$ cat src/rtl/regfile_pkg.sv
// Shared defaults and FSM state type for the register-file access arbiter.
package regfile_pkg;
   localparam int DATA_W_DEF = 32;
   localparam int ADDR_W_DEF = 5;
   localparam int DEPTH_DEF  = 32;

   typedef enum logic {
      ST_CLEAR = 1'b0,
      ST_RUN   = 1'b1
   } state_t;
endpackage

$ cat src/rtl/regfile_access_arb_rr_arb2.sv
// Two-requester round-robin arbiter; grant is combinational from req and the pointer.
// Latency 0 for grant; the pointer moves on advance to the requester that lost.
// Backpressure: a requester without grant simply keeps req high and is served next.
module rr_arb2 (
   input  logic       clk,
   input  logic       rst,
   input  logic [1:0] req,
   input  logic       advance,
   output logic [1:0] gnt
);
   logic ptr_q;

   always_ff @(posedge clk) begin
      if (rst) begin
         ptr_q <= 1'b0;
      end else if (advance) begin
         // Winner 0 hands priority to 1, winner 1 hands it back to 0.
         ptr_q <= gnt[0];
      end
   end

   always_comb begin
      gnt = req;
      if (req == 2'b11) begin
         gnt = ptr_q ? 2'b10 : 2'b01;
      end
   end
endmodule

$ cat src/rtl/regfile_access_arb.sv
// Arbitrates two write requesters onto one register-file write port and registers two read ports.
// Latency 1 for writes and reads; optional post-reset zero sweep under REGFILE_CLEAR_EN.
// Backpressure: wr*_ready is withheld during reset and the sweep, and from the losing requester.
module regfile_access_arb
   import regfile_pkg::*;
#(
   parameter int DATA_W = DATA_W_DEF,
   parameter int ADDR_W = ADDR_W_DEF,
   parameter int DEPTH  = DEPTH_DEF
) (
   input  logic              clk,
   input  logic              rst,
   input  logic              wr0_valid,
   input  logic [ADDR_W-1:0] wr0_addr,
   input  logic [DATA_W-1:0] wr0_data,
   output logic              wr0_ready,
   input  logic              wr1_valid,
   input  logic [ADDR_W-1:0] wr1_addr,
   input  logic [DATA_W-1:0] wr1_data,
   output logic              wr1_ready,
   input  logic              rd0_en,
   input  logic [ADDR_W-1:0] rd0_addr,
   input  logic              rd1_en,
   input  logic [ADDR_W-1:0] rd1_addr,
   output logic [ADDR_W-1:0] address_w,
   output logic              enable_w,
   output logic [DATA_W-1:0] In,
   output logic [ADDR_W-1:0] address_a,
   output logic              enable_a,
   output logic [ADDR_W-1:0] address_b,
   output logic              enable_b,
   output logic              init_done
);
   logic              run;
   logic              clr_wr;
   logic [ADDR_W-1:0] clr_addr;
   logic [1:0]        req;
   logic [1:0]        gnt;
   logic              xfer;

`ifdef REGFILE_CLEAR_EN
   // One extra counter bit so the sweep can count past the last address.
   localparam int CNT_W = ADDR_W + 1;
   localparam logic [CNT_W-1:0] SWEEP_END = CNT_W'(DEPTH);

   state_t           state_q, state_d;
   logic [CNT_W-1:0] sweep_q;

   always_ff @(posedge clk) begin
      if (rst) begin
         state_q <= ST_CLEAR;
         sweep_q <= '0;
      end else begin
         state_q <= state_d;
         if (clr_wr) begin
            sweep_q <= sweep_q + CNT_W'(1);
         end
      end
   end

   always_comb begin
      state_d = state_q;
      clr_wr  = 1'b0;
      case (state_q)
         ST_CLEAR: begin
            if (sweep_q == SWEEP_END) begin
               state_d = ST_RUN;
            end else begin
               clr_wr = 1'b1;
            end
         end
         ST_RUN:  state_d = ST_RUN;
         default: state_d = ST_CLEAR;
      endcase
   end

   assign clr_addr = sweep_q[ADDR_W-1:0];
   assign run      = (state_q == ST_RUN);
`else
   state_t state_q;

   assign state_q  = ST_RUN;
   assign run      = (state_q == ST_RUN);
   assign clr_wr   = 1'b0;
   // No sweep in this build; the address mux leg is never selected.
   assign clr_addr = ADDR_W'(DEPTH - 1);
`endif

   assign init_done = run;

   // Reset masks requests so a grant can never be issued and then lost.
   assign req       = {wr1_valid, wr0_valid} & {2{run & ~rst}};
   assign wr0_ready = gnt[0];
   assign wr1_ready = gnt[1];
   assign xfer      = |gnt;

   rr_arb2 u_rr_arb2 (
      .clk     (clk),
      .rst     (rst),
      .req     (req),
      .advance (xfer),
      .gnt     (gnt)
   );

   always_ff @(posedge clk) begin
      if (rst) begin
         enable_w  <= 1'b0;
         address_w <= '0;
         In        <= '0;
         enable_a  <= 1'b0;
         address_a <= '0;
         enable_b  <= 1'b0;
         address_b <= '0;
      end else begin
         if (clr_wr) begin
            enable_w  <= 1'b1;
            address_w <= clr_addr;
            In        <= '0;
         end else begin
            enable_w <= xfer;
            if (xfer) begin
               address_w <= gnt[1] ? wr1_addr : wr0_addr;
               In        <= gnt[1] ? wr1_data : wr0_data;
            end
         end
         enable_a <= run & rd0_en;
         enable_b <= run & rd1_en;
         if (run) begin
            address_a <= rd0_addr;
            address_b <= rd1_addr;
         end
      end
   end
endmodule

$ cat config.mk
export PLATFORM = sky130hd
export DESIGN_NAME = regfile_access_arb
export DESIGN_NICKNAME = d
export VERILOG_FILES = /design/src/rtl/regfile_pkg.sv /design/src/rtl/regfile_access_arb_rr_arb2.sv /design/src/rtl/regfile_access_arb.sv
export SDC_FILE = /design/constraint.sdc
export NUM_CORES = 1
export LEC_CHECK = 0
export ABC_AREA = 0
export CAP_MARGIN = 0
export CORE_MARGIN = 4
export CORE_UTILIZATION = 38
export DETAILED_ROUTE_END_ITERATION = 7
export PLACE_DENSITY = 0.94
export SYNTH_ARGS = -nofsm -noshare
export SYNTH_HDL_FRONTEND = slang
export SYNTH_SLANG_ARGS = --single-unit
$ cat constraint.sdc
create_clock -name clk -period 2.6 [get_ports clk]
set_clock_uncertainty 0.05 [all_clocks]
set_input_delay 0.78 -clock clk [delete_from_list [all_inputs] [get_ports clk]]
set_output_delay 0.78 -clock clk [all_outputs]
set_load 0.02 [all_outputs]
# == After elaboration in Yosys (flattened, before gate mapping) ==
# Cells that the tools add are included.
# totals
register_bits,51
out_inout_bits,53
elab_cells,16
# op_classes
eq_ne,1
muxes,4
n_bitwise,2
reduce_logical,1
# ops
cell,count
two-way mux 32 bit,1
two-way mux 5 bit,1
two-way mux 2 bit,2
AND 2 bit,1
"equality test 2 bit, second input constant",1
OR reduction 2 bit,1
inverter 1 bit,1

# == Longest topological paths before layout ==
# logic_depth
depth_word,5
mapped_depth,5
mapped_depth_nobuf,3

# == Hierarchy ==
# From an unflattened synthesis, not the netlist that was laid out.
# unflattened
cells_unflattened,204
area_unflattened_um2,2200.9
# modules_own_cells
module,instances,cells_each,area_each_um2
regfile_access_arb,1,197,2133.3
rr_arb2,1,7,67.6

# == Worst setup path after synthesis ==
# No wires, ideal clock.
# synth_timing
path_kind,input to output
start,input wr0_valid
end,output wr0_ready
arrival_ns,1.672
required_time_ns,1.770
setup_slack_ns,0.098
cell_stages,4
n_path_buf,2
path_cell_list,inv_1 buf_2 buf_2 a211oi_1
# synth_between
elab_chain_cells,3
# synth_lines
element,line,source
from (decl),regfile_access_arb.sv:13,"input logic wr0_valid,"
AND 2 bit (*),regfile_access_arb.sv:92,"assign req = {wr1_valid, wr0_valid} & {2{run & ~rst}};"
equality test 2 bit,regfile_access_arb_rr_arb2.sv:24,if (req == 2'b11) begin
two-way mux 2 bit (*),regfile_access_arb_rr_arb2.sv:24,
to (decl),regfile_access_arb.sv:16,"output logic wr0_ready,"
# Mark *: on every way between the ends. The rest lies on a longest branch, timed or not.

# == Final worst setup path ==
# layout_timing
start,input wr1_valid
end,output wr0_ready
# layout_between
elab_chain_cells,3
# layout_lines
element,line,source
from (decl),regfile_access_arb.sv:17,"input logic wr1_valid,"
AND 2 bit,regfile_access_arb.sv:92,
equality test 2 bit,regfile_access_arb_rr_arb2.sv:24,
two-way mux 2 bit,regfile_access_arb_rr_arb2.sv:24,
# No other way between the ends.

==> results.sh <==
export IMPL_muxShareOfSynthArea=0
export IMPL_cts_htree_levels=2
export IMPL_slowest_stage="clkdlybuf4s50_1"
export IMPL_tritoncts_clock_tree="built"
export IMPL_power_density_nw_per_um2=517
export IMPL_outcome="complete, no violations"
export IMPL_post_drt_via_cell_ratio=5.39
export IMPL_rsz0062_at_grt="false"
export IMPL_avgRoutedWirePerCell_um=17.4
export IMPL_simple_gate_area_share_of_the_yosys_netlist=0.0564
export IMPL_final_hold_viol_count=0
export IMPL_detail_route_drc_violations=0
export IMPL_buffer_ports_inserted=141
export IMPL_num_vias=2227
export IMPL_highest_signal_layer="met4"
export IMPL_postSynthNetCount=300
export IMPL_ios=143
export IMPL_drt_iter0_drc=88
export IMPL_worstPathMaxFanout=3
export IMPL_final_antenna_net_count=0
export IMPL_nFillCells=445
export IMPL_commonest_non_fill_non_tap_cells_in_the_layout="clkdlybuf4s50_1, dfxtp_1, inv_1"
export IMPL_upper_clock_frequency_limit_mhz=399
export IMPL_ys_seq_area_frac=0.480
export IMPL_timing_hold_worst_class="reg2reg"
export IMPL_complex_gate_fraction_of_the_synthesized_area=0.332
export IMPL_clkLatencyLatePin_ns=0.29
export IMPL_synth_area_um2=2130
export IMPL_power_leakage_uw=0.00147
export IMPL_pin_count_of_the_biggest_net_entering_global_routing=41
export IMPL_vias_in_the_first_global_route=2287
export IMPL_synth_distinct_cells=16
export IMPL_final_cells=413
export IMPL_layout_commonest_cell="clkdlybuf4s50_1"
export IMPL_grt_antenna_before_repair=0
export IMPL_postCtsHoldBufs=0
export IMPL_vdd_ir_drop_worst_uv=245
export IMPL_tightestPinTransition_ns=0.464
export IMPL_path_cells="clkdlybuf4s50_1, a211oi_1, buf_2"
export IMPL_coreArea_um2=5270
export IMPL_crit_path_end_kind="output port"
export IMPL_num_rows=26
export IMPL_totalWireLength_um=7180
export IMPL_detailedRoute_firstPassIterationCount=4
export IMPL_drt_met1_wl_um=2990
export IMPL_synthXorXnorAreaFrac=0
export IMPL_floorplan_initialDensity=0.404
export IMPL_crit_arrival_ns=1.68
export IMPL_layout_worst_path_cycle_share=0.964
export IMPL_ys_top_cells_by_area="dfxtp_1, a221o_1, a2111oi_0"
export IMPL_whs_ns=0.446
export IMPL_setup_violations_final=0
export IMPL_timing_final_max_slew_violations=0
export IMPL_groute_usage_overall=0.205
export IMPL_biggest_cell_delay_along_the_critical_path_ns=0.45
export IMPL_wl_met3_um=442
export IMPL_time_the_final_worst_path_needs_with_i_o_delays_and_setup_ns=2.51
export IMPL_place_inst=404
export IMPL_path_clk_slew_ns=0.08
export IMPL_critPathRequiredTime_ns=1.77
export IMPL_kind_of_start_point_of_the_critical_path="input port"
export IMPL_crit_path_kind="in2out"
export IMPL_cts_path_max_buffers=2
export IMPL_netlist_instances=210
export IMPL_synth_yosys_warnings=0
export IMPL_postSynthAreaPerCell_um2=10.1
export IMPL_dieHeight_um=82.8
export IMPL_area_growth_synth_to_final_pct=73.1
export IMPL_antenna_cells_inserted=0
export IMPL_yosys_register_bits=51
export IMPL_synthAdderAreaFrac=0
export IMPL_totalPowerFinal_uw=1900
export IMPL_synth_top_family_by_area="compound AO/OA/AOI/OAI gates"
export IMPL_grt_first_pass_wirelength_um=11700
export IMPL_die_x_um=82.8
export IMPL_gp_congestion=0.760
export IMPL_synthDominantCellAreaShare=0.480
export IMPL_cts_root_buffer_cell="clkbuf_8"
export IMPL_grt_ovfl_total=0
export IMPL_maxSlewHeadroom=0.682
export IMPL_cts_buffers=5
export IMPL_yosysTopAreaCell="dfxtp_1"
export IMPL_routed_wl_met2_um=3700
export IMPL_maxCapViolCount=0
export IMPL_cts_sinks=51
export IMPL_dp_hpwl_um=5110
export IMPL_die_area_um2=6860
export IMPL_design_final_nets=432
export IMPL_final_layout_size_suffix_gt1_frac=0.0671
==> flip-flops by register name, summed over array words and instances, names as in the netlist <==
signal and count:
In 32, enable_w 1, address_a 5, enable_b 1, enable_a 1, address_w 5
address_b 5, u_rr_arb2.ptr_q 1
==> power by group <==
group	leakage, uW	internal [uW]	switching (uW)
logic	0.000989	271	204
clock network	0.0000612	312	248
registers	0.000424	840	29.8
total	0.00147	1420	482
==> layout make-up <==
type                            count  area (um2)  area share
Clock inverter                      2        35.0     0.00951
Timing Repair Buffer              151        1480       0.403
Inverter                           38         143      0.0387
Clock buffer                        6        82.6      0.0224
Multi-Input combinational cell     95         832       0.226
Tap cell                           70        87.6      0.0238
Sequential cell                    51        1020       0.277
==> through the flow <==
stage | area, um2 | util | setup slack [ns] | setup TNS [ns]
4_1_cts | 3680 | 0.699 | 0.0784 | 0
3_3_place_gp | 3570 | 0.677 | -0.605 | -1.16
2_1_floorplan | 2130 | - | 0.0979 | 0
3_5_place_dp | 3570 | 0.677 | -0.626 | -1.18
5_1_grt | 3680 | 0.699 | 0.0531 | 0
6_report | 3680 | 0.699 | 0.0943 | 0
==> cell families (layout without fill, tap and decap cells) <==
logic type	Yosys count	count (layout)
AO/OA/AOI/OAI	76	76
buffers and inverters	64	197
flip-flops	51	51
AND/OR/NAND/NOR	18	18
other	1	1
==> path summary, 6_finish.rpt <==
path / from / to / slack [ns] / cells after the start
setup / recovery: wr1_valid / wr0_ready / 0.09 / 3
hold / removal: In[16] / In[16] / 0.45 / 1
setup reg to reg: u_rr_arb2.ptr_q / In[8] / 0.93 / 5
hold reg to reg: In[16] / In[16] / 0.45 / 1
==> repair_timing <==
item | in CTS | in global routing
setup endpoints to repair | 2 | 0
setup buffers | 1 | 0
gates resized for setup | 11 | 0
==> critical path, delay by kind of cell <==
family | cells | cell delay [ns]
buffers and inverters | 2 | 0.66
AO/OA/AOI/OAI | 1 | 0.24
==> Yosys cell counts <==
cell,count
a221o_1,37
buf_4,1
a21oi_1,1
clkbuf_1,14
and3b_1,1
inv_1,38
nor2b_1,12
nand2b_1,2
conb_1,1
a211oi_1,1
dfxtp_1,51
nor3_4,1
buf_2,8
buf_6,3
nor2_1,2
a2111oi_0,37
==> layer usage <==
metal / vias up / GRT usage
li1: 1070 / -
met1: 1061 / 0.241
met2: 90 / 0.374
met3: 6 / 0.0564
met4: 0 / 0.0357
met5: - / 0
(Power assumes the default switching activity.)
